File: config.mk
export PLATFORM = sky130hd
export DESIGN_NAME = lane_draw_scheduler
export DESIGN_NICKNAME = d
export VERILOG_FILES = /design/src/rtl/lane_draw_pkg.sv /design/src/rtl/block_scanner.sv /design/src/rtl/lane_draw_scheduler.sv
export SDC_FILE = /design/constraint.sdc
export NUM_CORES = 1
export LEC_CHECK = 0
export BUFFER_PORTS_ARGS = -buffer_cell sky130_fd_sc_hd__clkbuf_2
export CORE_ASPECT_RATIO = 1.1
export CORE_MARGIN = 5
export CORE_UTILIZATION = 55
export DETAILED_ROUTE_END_ITERATION = 6
export GPL_ROUTABILITY_DRIVEN = 0
export GPL_TIMING_DRIVEN = 0
export PLACE_DENSITY_LB_ADDON = 0.1
export SLEW_MARGIN = 40
export SYNTH_ARGS = -nofsm -noshare
export SYNTH_HDL_FRONTEND = slang
export SYNTH_HIERARCHICAL = 1
export SYNTH_SLANG_ARGS = --single-unit
File: constraint.sdc
create_clock -name clk -period 6.6 [get_ports clk]
set_input_delay 1.32 -clock clk [delete_from_list [all_inputs] [get_ports clk]]
set_output_delay 1.32 -clock clk [all_outputs]
set_load 0.02 [all_outputs]
File: src/rtl/lane_draw_pkg.sv
// Shared definitions for the lane draw scheduler: FSM encoding, screen limits and coord widths.
package lane_draw_pkg;

  localparam int unsigned XW = 9;
  localparam int unsigned YW = 8;
  localparam int unsigned CW = 3;

  localparam int unsigned SCREEN_W = 160;
  localparam int unsigned SCREEN_H = 120;

  localparam logic [CW-1:0] COLOUR_BG = 3'b000;

  typedef enum logic [2:0] {
    StIdle,
    StSelect,
    StErase,
    StDraw,
    StAck,
    StDone
  } state_e;

endpackage

File: src/rtl/block_scanner.sv
// Row-major NOTE_W x NOTE_H offset generator; dx/dy/last describe the pixel to be issued next.
module block_scanner
  import lane_draw_pkg::*;
#(
  parameter int unsigned NOTE_W = 8,
  parameter int unsigned NOTE_H = 4
) (
  input  logic          clk,
  input  logic          reset,
  input  logic          advance,
  output logic [XW-1:0] dx,
  output logic [YW-1:0] dy,
  output logic          last
);

  localparam int unsigned NPix = NOTE_W * NOTE_H;
  localparam int unsigned CntW = (NPix > 1) ? $clog2(NPix) : 1;
  localparam logic [CntW-1:0] CntMax = CntW'(NPix - 1);

  logic [CntW-1:0] cnt_q, cnt_d;
  logic [31:0]     cnt_ext;

  assign last    = (cnt_q == CntMax);
  assign cnt_ext = 32'(cnt_q);
  assign dx      = XW'(cnt_ext % NOTE_W);
  assign dy      = YW'(cnt_ext / NOTE_W);

  // Wraps back to zero after the last pixel so the next block starts clean.
  always_comb begin
    cnt_d = cnt_q;
    if (advance) begin
      cnt_d = last ? '0 : cnt_q + CntW'(1);
    end
  end

  always_ff @(posedge clk) begin
    if (reset) begin
      cnt_q <= '0;
    end else begin
      cnt_q <= cnt_d;
    end
  end

endmodule

File: src/rtl/lane_draw_scheduler.sv
// Round-robin owner of the VGA pixel port: per requesting lane, erase the old block then draw the new.
module lane_draw_scheduler
  import lane_draw_pkg::*;
#(
  parameter int unsigned N_LANES  = 4,
  parameter int unsigned NOTE_W   = 8,
  parameter int unsigned NOTE_H   = 4,
  parameter int unsigned SCREEN_W = lane_draw_pkg::SCREEN_W,
  parameter int unsigned SCREEN_H = lane_draw_pkg::SCREEN_H
) (
  input  logic                    clk,
  input  logic                    reset,
  input  logic                    frame_tick,
  input  logic [N_LANES-1:0]      req,
  input  logic [XW*N_LANES-1:0]   erase_x,
  input  logic [YW*N_LANES-1:0]   erase_y,
  input  logic [XW*N_LANES-1:0]   draw_x,
  input  logic [YW*N_LANES-1:0]   draw_y,
  input  logic [CW*N_LANES-1:0]   lane_colour,
  output logic [N_LANES-1:0]      grant,
  output logic [N_LANES-1:0]      ack,
  output logic [XW-1:0]           x_out,
  output logic [YW-1:0]           y_out,
  output logic [CW-1:0]           c_out,
  output logic                    plot,
  output logic                    busy,
  output logic                    frame_done,
  output logic                    overrun
);

  localparam int unsigned PtrW = $clog2(N_LANES);

  state_e               state_q, state_d;
  logic [N_LANES-1:0]   pending_q, pending_d;
  logic [PtrW-1:0]      rr_ptr_q, rr_ptr_d, lane_q, lane_d;
  logic [XW-1:0]        ex_q, ex_d, wx_q, wx_d;
  logic [YW-1:0]        ey_q, ey_d, wy_q, wy_d;
  logic [CW-1:0]        colour_q, colour_d;
  logic                 pix_last_q, pix_last_d;
  logic [N_LANES-1:0]   grant_q, grant_d, ack_q, ack_d;
  logic [XW-1:0]        x_q, x_d;
  logic [YW-1:0]        y_q, y_d;
  logic [CW-1:0]        c_q, c_d;
  logic                 plot_q, plot_d, busy_q, busy_d;
  logic                 frame_done_q, frame_done_d, overrun_q, overrun_d;

  logic                 pick_found;
  logic [PtrW-1:0]      pick_idx, cand;
  logic [XW-1:0]        sel_ex, sel_wx, emit_bx, scan_dx;
  logic [YW-1:0]        sel_ey, sel_wy, emit_by, scan_dy;
  logic [CW-1:0]        sel_col, emit_c;
  logic                 emit_en, scan_last;

  block_scanner #(
    .NOTE_W (NOTE_W),
    .NOTE_H (NOTE_H)
  ) u_scanner (
    .clk     (clk),
    .reset   (reset),
    .advance (emit_en),
    .dx      (scan_dx),
    .dy      (scan_dy),
    .last    (scan_last)
  );

  // First pending lane at or after rr_ptr, wrapping; lowest rotation offset wins.
  always_comb begin
    pick_found = 1'b0;
    pick_idx   = '0;
    cand       = '0;
    for (int k = N_LANES - 1; k >= 0; k--) begin
      cand = PtrW'((32'(rr_ptr_q) + 32'(k)) % N_LANES);
      if (pending_q[cand]) begin
        pick_found = 1'b1;
        pick_idx   = cand;
      end
    end
  end

  assign sel_ex  = erase_x[32'(pick_idx) * XW +: XW];
  assign sel_ey  = erase_y[32'(pick_idx) * YW +: YW];
  assign sel_wx  = draw_x[32'(pick_idx) * XW +: XW];
  assign sel_wy  = draw_y[32'(pick_idx) * YW +: YW];
  assign sel_col = lane_colour[32'(pick_idx) * CW +: CW];

  always_comb begin
    state_d      = state_q;
    pending_d    = pending_q;
    rr_ptr_d     = rr_ptr_q;
    lane_d       = lane_q;
    ex_d         = ex_q;
    ey_d         = ey_q;
    wx_d         = wx_q;
    wy_d         = wy_q;
    colour_d     = colour_q;
    grant_d      = grant_q;
    ack_d        = '0;
    busy_d       = busy_q;
    frame_done_d = 1'b0;
    overrun_d    = overrun_q | (frame_tick & (state_q != StIdle));
    emit_en      = 1'b0;
    emit_bx      = wx_q;
    emit_by      = wy_q;
    emit_c       = colour_q;

    unique case (state_q)
      StIdle: begin
        if (frame_tick) begin
          pending_d = req;
          busy_d    = 1'b1;
          state_d   = StSelect;
        end
      end
      StSelect: begin
        if (!pick_found) begin
          frame_done_d = 1'b1;
          state_d      = StDone;
        end else begin
          lane_d   = pick_idx;
          grant_d  = N_LANES'(1) << pick_idx;
          ex_d     = sel_ex;
          ey_d     = sel_ey;
          wx_d     = sel_wx;
          wy_d     = sel_wy;
          colour_d = sel_col;
          emit_en  = 1'b1;
          // An unmoved block is simply redrawn; erasing it first would only flicker.
          if (sel_ex == sel_wx && sel_ey == sel_wy) begin
            emit_bx = sel_wx;
            emit_by = sel_wy;
            emit_c  = sel_col;
            state_d = StDraw;
          end else begin
            emit_bx = sel_ex;
            emit_by = sel_ey;
            emit_c  = COLOUR_BG;
            state_d = StErase;
          end
        end
      end
      StErase: begin
        emit_en = 1'b1;
        if (pix_last_q) begin
          state_d = StDraw;
        end else begin
          emit_bx = ex_q;
          emit_by = ey_q;
          emit_c  = COLOUR_BG;
        end
      end
      StDraw: begin
        if (pix_last_q) begin
          ack_d   = grant_q;
          state_d = StAck;
        end else begin
          emit_en = 1'b1;
        end
      end
      StAck: begin
        pending_d[lane_q] = 1'b0;
        rr_ptr_d = (lane_q == PtrW'(N_LANES - 1)) ? '0 : lane_q + PtrW'(1);
        grant_d  = '0;
        state_d  = StSelect;
      end
      StDone: begin
        busy_d  = 1'b0;
        state_d = StIdle;
      end
      default: state_d = StIdle;
    endcase

    pix_last_d = emit_en & scan_last;
    x_d        = emit_en ? emit_bx + scan_dx : '0;
    y_d        = emit_en ? emit_by + scan_dy : '0;
    c_d        = emit_en ? emit_c : '0;
    plot_d     = emit_en && (32'(x_d) < SCREEN_W) && (32'(y_d) < SCREEN_H);
  end

  always_ff @(posedge clk) begin
    if (reset) begin
      state_q      <= StIdle;
      pending_q    <= '0;
      rr_ptr_q     <= '0;
      lane_q       <= '0;
      ex_q         <= '0;
      ey_q         <= '0;
      wx_q         <= '0;
      wy_q         <= '0;
      colour_q     <= '0;
      pix_last_q   <= 1'b0;
      grant_q      <= '0;
      ack_q        <= '0;
      x_q          <= '0;
      y_q          <= '0;
      c_q          <= '0;
      plot_q       <= 1'b0;
      busy_q       <= 1'b0;
      frame_done_q <= 1'b0;
      overrun_q    <= 1'b0;
    end else begin
      state_q      <= state_d;
      pending_q    <= pending_d;
      rr_ptr_q     <= rr_ptr_d;
      lane_q       <= lane_d;
      ex_q         <= ex_d;
      ey_q         <= ey_d;
      wx_q         <= wx_d;
      wy_q         <= wy_d;
      colour_q     <= colour_d;
      pix_last_q   <= pix_last_d;
      grant_q      <= grant_d;
      ack_q        <= ack_d;
      x_q          <= x_d;
      y_q          <= y_d;
      c_q          <= c_d;
      plot_q       <= plot_d;
      busy_q       <= busy_d;
      frame_done_q <= frame_done_d;
      overrun_q    <= overrun_d;
    end
  end

  assign grant      = grant_q;
  assign ack        = ack_q;
  assign x_out      = x_q;
  assign y_out      = y_q;
  assign c_out      = c_q;
  assign plot       = plot_q;
  assign busy       = busy_q;
  assign frame_done = frame_done_q;
  assign overrun    = overrun_q;

endmodule
==> impl_metrics.env, run 1 <==
export IMPL_die_w_um=106
export IMPL_ys_seq_area_share_pct=31.1
export IMPL_cp_end_kind="flop"
export IMPL_clock_sinks=86
export IMPL_drt_first_pass_iters=5
export IMPL_routed_wl_um=15600
export IMPL_crit_family="simple AND/OR/NAND/NOR gates"
export IMPL_syn_inst=643
export IMPL_cts_buffers=9
export IMPL_cts_setup_buffers=0
export IMPL_finish_instance_area_um2=6920
export IMPL_cts_root_buf="clkbuf_8"
export IMPL_cts_resized=0
export IMPL_drive_above_1_share_pct=29.9
export IMPL_p_per_area_nw_per_um2=368
export IMPL_drtIter0Drc=276
export IMPL_ant_nets=0
export IMPL_slowest_delay_ns=0.43
export IMPL_peakVddDrop_uv=184
export IMPL_whs_ns=0.460
export IMPL_synthTopCellsByCount="87 x mux2i_1, 86 x dfxtp_1, 72 x nand2_1, 70 x nor2_1, 62 x a21oi_1"
export IMPL_path_buf_inv=5
export IMPL_postSynthAreaPerCell_um2=8.61
export IMPL_grt_pass1_vias=5333
export IMPL_synth_top_cell_area_share_pct=31.1
export IMPL_htree_levels=3
export IMPL_synthFlopType="dfxtp_1"
export IMPL_vias=5249
export IMPL_async_flop_share_pct=0
export IMPL_cp_start_kind="flop"
export IMPL_reg2reg_slack_ns=2.14
export IMPL_track_usage_pct=25.8
export IMPL_via_per_inst=5.38
export IMPL_cp_data_arrival_time_ns=4.72
export IMPL_synth_edf_count=0
export IMPL_relSlewSlack_pct=60.5
export IMPL_min_period_ns=4.46
export IMPL_pin_count=187
export IMPL_tns_ns=0
export IMPL_fmax_mhz=224
export IMPL_clk_latency_ns=0.37
export IMPL_path_clk_slew_ns=0.08
export IMPL_place_area_um2=6660
export IMPL_cts_tree="yes"
export IMPL_synthDistinctLibCells=53
export IMPL_hpwl_um=13100
export IMPL_power_mw=2.54
export IMPL_grt_max_degree=15
export IMPL_yosysTopAreaCell="dfxtp_1"
export IMPL_cp_cell_sequence="mux2i_1 -> nor2_1 -> nor3_2 -> buf_6 -> buf_6 -> buf_6 -> buf_6 -> mux2i_1 -> and2_1 -> a221o_1 -> inv_1 -> fa_1 -> nor2b_1 -> o21ai_0 -> a21oi_1 -> o21ai_0 -> nand2b_1 -> xnor2_1 -> nand2_1 -> and3_1 -> a2111oi_2"
export IMPL_dieArea_um2=12200
export IMPL_holdBufCountCts=0
export IMPL_nNetsFinal=1029
export IMPL_area_growth_pct=25.0
export IMPL_cap_violations=0
export IMPL_crit_type="flop to flop"
export IMPL_initial_core_util_pct=56.3
export IMPL_finalHoldViolations=0
export IMPL_yosys_warnings=6
export IMPL_place_inst=960
export IMPL_routedWlPerCell_um=16.0
export IMPL_syn_area_um2=5540
export IMPL_rsz0062_at_grt="false"
export IMPL_synthTopCellsByArea="dfxtp_1 31%, mux2i_1 16%, a21oi_1 5.6%"
export IMPL_core_area_um2=9840
export IMPL_crit_slowest_cell="dfxtp_1"
export IMPL_ys_ff_latch=86
export IMPL_power_leakage_nw=3.09
export IMPL_setup_viol=0
export IMPL_fp_row_count=38
export IMPL_portBuffers=186
export IMPL_slew_violations=0
export IMPL_cp_required_ns=6.86
export IMPL_fin_skew_ns=0.0166
export IMPL_max_slew_worst_pin_slew_ns=0.591
export IMPL_period_share_pct=67.6
export IMPL_ctsLongestPathBuffers=2
export IMPL_diodes=0
export IMPL_antenna_found_initial=0
export IMPL_hold_path_class="flop to flop"
export IMPL_path_common_cell="buf_6"
export IMPL_fin_cells=975
export IMPL_drc=0
export IMPL_status="complete, no violations"
export IMPL_grt_ovfl_total=0
export IMPL_path_max_fanout=10
export IMPL_die_y_um=115
export IMPL_grt_first_pass_wirelength_um=25100
export IMPL_synthMostInstantiatedCell="mux2i_1"
==> registers in the layout, indices dropped and copies added (netlist names), 5 cells and up <==
register,flops
ex_q,9
ey_q,8
u_scanner/cnt_q,5
wx_q,9
wy_q,8
x_out,9
y_out,8
==> through the flow <==
step,worst slack (ns),utilization [%]
2_1_floorplan,2.86,-
3_3_place_gp,2.32,67.7
3_5_place_dp,2.16,67.7
4_1_cts,2.11,70.3
5_1_grt,1.75,70.3
6_report,2.14,70.3
==> path summary, 6_finish.rpt <==
kind                             startpoint      end  cells after the start
worst max-delay path            rr_ptr_q[1]     plot                     21
worst min-delay path                wx_q[4]  wx_q[4]                      2
worst max register to register  rr_ptr_q[1]     plot                     21
worst min register to register      wx_q[4]  wx_q[4]                      2
==> worst min-delay path, cell delays in order (launching register included) <==
cell and delay (ns):
dfxtp_1 0.32, nand2_1 0.05, a21oi_1 0.05
==> where the power goes <==
group	switching, mW	internal, mW
sequential	0.0600	0.614
clock	0.184	0.288
combinational	0.792	0.606
==> final cells by class <==
class,instances,area [um2]
Multi-Input combinational cell,503,3450
Timing Repair Buffer,186,931
Fill cell,805,2920
Buffer,48,347
Inverter,17,63.8
Clock buffer,9,124
Tap cell,120,150
Clock inverter,6,134
Sequential cell,86,1720
==> routing by layer <==
| layer | wire, um | global-route usage (%) | share of wire (%) |
|---|---|---|---|
| met1 | 6450 | 31.1 | 41 |
| met2 | 7710 | 44.9 | 49 |
| met3 | 996 | 5.17 | 6.4 |
| met4 | 449 | 11.2 | 2.9 |
| met5 | 0 | 0 | 0 |
==> placed cells by master (no fill, tap or decap), drive strengths merged, types with 2 or more instances in the layout <==
cell type | netlist | final
a211oi | 2 | 2
a21o | 4 | 4
a21oi | 62 | 62
a221o | 15 | 15
a31oi | 4 | 4
a32oi | 4 | 4
and2 | 23 | 23
and3 | 7 | 7
buf | 26 | 26
bufinv | 0 | 4
clkbuf | 22 | 217
conb | 1 | 12
dfxtp | 86 | 86
fa | 2 | 2
ha | 21 | 21
inv | 17 | 18
mux2 | 15 | 15
mux2i | 88 | 88
nand2 | 72 | 72
nand2b | 8 | 8
nand3 | 9 | 9
nor2 | 70 | 70
nor2b | 6 | 6
nor3 | 9 | 9
nor4 | 4 | 4
o21ai | 10 | 10
o21bai | 3 | 3
o22ai | 2 | 2
o41ai | 2 | 2
or2 | 4 | 4
or4 | 5 | 5
xnor2 | 18 | 18
xor2 | 11 | 11
==> cells by family after synthesis <==
family	Yosys count	share of synthesized area [%]
DFF	86	31.1
other	1	0.0677
adders and majority gates	23	5.47
and+or+nand+nor	222	19.0
xor gates and xnor gates	29	4.59
AOI/OAI and AO/OA	114	13.2
buffers and inverters	65	7.41
muxes	103	19.2
Note: power is estimated with default switching activity, not from simulation.
==> inputs of run 2 (changes only) <==
--- a/config.mk
+++ b/config.mk
@@ -8,7 +8,7 @@
 export BUFFER_PORTS_ARGS = -buffer_cell sky130_fd_sc_hd__clkbuf_2
 export CORE_ASPECT_RATIO = 1.1
 export CORE_MARGIN = 5
-export CORE_UTILIZATION = 55
+export CORE_UTILIZATION = 51
 export DETAILED_ROUTE_END_ITERATION = 6
 export GPL_ROUTABILITY_DRIVEN = 0
 export GPL_TIMING_DRIVEN = 0
==> constraint.sdc (replaced) <==
create_clock -name clk -period 4.5 [get_ports clk]
set_input_delay 0.9 -clock clk [delete_from_list [all_inputs] [get_ports clk]]
set_output_delay 0.9 -clock clk [all_outputs]
set_load 0.02 [all_outputs]
==> run 2 against run 1 <==
Clock-buffer cell count did not move. Clock skew shrank 0.0091 ns. Via count increased by 1.3%. Worst setup slack worse by 1.9 ns. Power rose by 52%. Clock power is 57% higher. Die area rose by 7.1%. Largest power group unchanged. Critical endpoint unchanged. Highest routed layer unchanged. Wire length increased by 5.5%.
==> impl_metrics.env, run 2 (synthesized netlist as in run 1, its figures left out) <==
export IMPL_die_w_um=109
export IMPL_drtIter0Drc=306
export IMPL_power_mw=3.86
export IMPL_rr_worst_depth=20
export IMPL_relSlewSlack_pct=56.7
export IMPL_grt_pass1_vias=5404
export IMPL_dieArea_um2=13000
export IMPL_worstHoldPathCells=2
export IMPL_routedWlPerCell_um=16.3
export IMPL_cp_start_kind="flop"
export IMPL_path_max_fanout=10
export IMPL_cts_buffers=9
export IMPL_layout_common_cells="187 x clkbuf_2, 84 x mux2i_1, 84 x dfxtp_1"
export IMPL_drc=0
export IMPL_portBuffers=186
export IMPL_slew_violations=0
export IMPL_hp_start="wx_q[7]"
export IMPL_path_clk_slew_ns=0.06
export IMPL_grt_first_pass_wirelength_um=25800
export IMPL_clock_sinks=86
export IMPL_grt_max_degree=16
export IMPL_crit_type="flop to flop"
export IMPL_min_period_ns=4.24
export IMPL_p_per_area_nw_per_um2=546
export IMPL_r2r_start="pending_q[1]"
export IMPL_cp_data_arrival_time_ns=4.47
export IMPL_fp_row_count=40
export IMPL_cts_root_buf="clkbuf_16"
export IMPL_track_usage_pct=25.1
export IMPL_fin_skew_ns=0.00745
export IMPL_peakVddDrop_uv=250
export IMPL_finalHoldViolations=0
export IMPL_cp_startpoint="pending_q[1]"
export IMPL_htree_levels=3
export IMPL_setup_viol=0
export IMPL_power_leakage_nw=3.14
export IMPL_reg2reg_slack_ns=0.26
export IMPL_routed_wl_um=16500
export IMPL_antenna_found_initial=0
export IMPL_ctsLongestPathBuffers=2
export IMPL_area_growth_pct=27.7
export IMPL_die_y_um=119
export IMPL_drive_above_1_share_pct=31.5
export IMPL_ant_nets=0
export IMPL_min_to="wx_q[7]"
export IMPL_period_share_pct=94.3
export IMPL_clk_latency_ns=0.34
export IMPL_place_area_um2=6690
export IMPL_initial_core_util_pct=51.5
export IMPL_nNetsFinal=1034
export IMPL_via_per_inst=5.28
export IMPL_hold_path_class="flop to flop"
export IMPL_hpwl_um=13600
export IMPL_cts_tree="yes"
export IMPL_max_slew_worst_pin_slew_ns=0.647
export IMPL_grt_ovfl_total=0
export IMPL_pin_count=187
export IMPL_cp_required_ns=4.73
export IMPL_cap_violations=0
export IMPL_fmax_mhz=236
export IMPL_cp_end_kind="flop"
export IMPL_final_common_cell="clkbuf_2"
export IMPL_status="complete, no violations"
export IMPL_tns_ns=0
export IMPL_vias=5318
export IMPL_diodes=0
export IMPL_drt_first_pass_iters=5
export IMPL_r2r_end="plot"
export IMPL_finish_instance_area_um2=7070
export IMPL_core_area_um2=10800
run 2: cell count changes in the layout (fill, tap and decap cells not counted), sizes merged:
cell,delta
clkinv,+1
buf,+5
clkinvlp,+2
bufinv,-3
inv,+1
run 2: worst max-delay path by stage:
stage,depth (start not counted),slack (ns),endpoint
after floorplan,19,0.76,plot
after global placement,21,0.18,plot
after detailed placement,21,0.12,plot
after CTS,21,0.04,plot
after global routing,20,-0.02,plot
final,20,0.26,plot
run 2: report_power, final:
part / total [mW] / leakage (nW) / switching [mW] / internal (mW)
combinational: 2.13 / 2.30 / 1.21 / 0.926
clock: 0.741 / 0.142 / 0.310 / 0.432
sequential: 0.987 / 0.699 / 0.0851 / 0.902
run 2: what timing repair did:
item / CTS / global route
buffers inserted: 0 / 6
hold buffers: 0 / 0
gates resized for setup: 0 / 12
setup endpoints to repair: 0 / 2
run 2: worst max-delay path: stages, from the launching register on:
cell	delay, ns
dfxtp_1	0.36
nand2b_1	0.19
o221ai_2	0.19
and2_4	0.20
buf_12	0.14
buf_12	0.15
buf_12	0.15
mux2i_2	0.26
mux2i_4	0.12
and2_1	0.18
a221o_1	0.32
ha_1	0.29
a21o_1	0.18
a21oi_1	0.20
nand2b_1	0.14
a21oi_1	0.10
nor2_1	0.13
xor2_1	0.21
nand2_1	0.08
and3_1	0.20
a2111oi_2	0.35
run 2: area by class of cell:
cell class | count | area, um2
Fill cell | 961 | 3690
Multi-Input combinational cell | 503 | 3490
Sequential cell | 86 | 1720
Timing Repair Buffer | 192 | 976
Buffer | 47 | 340
Clock buffer | 9 | 225
Tap cell | 147 | 184
Clock inverter | 7 | 72.6
Inverter | 17 | 63.8
run 2: metal layers:
layer	up-vias	track usage (%)	share of wire, %
met3	35	4.07	6.0
met4	0	8.26	2.4
met1	2420	31.4	42
met2	218	43.4	49
li1	2645	-	-
met5	-	0	0
run 2: stage by stage:
| stage | utilization [%] | hold slack, ns | std cells | worst slack (ns) |
|---|---|---|---|---|
| 6_report | 65.7 | 0.462 | 1008 | 0.256 |
| 5_1_grt | 65.7 | 0.473 | 1008 | -0.0158 |
| 4_1_cts | 65.0 | 0.459 | 1003 | 0.0447 |
| 3_5_place_dp | 62.2 | 0.449 | 987 | 0.121 |
| 3_3_place_gp | 62.2 | 0.442 | 987 | 0.176 |
| 2_1_floorplan | - | 0.425 | 654 | 0.757 |
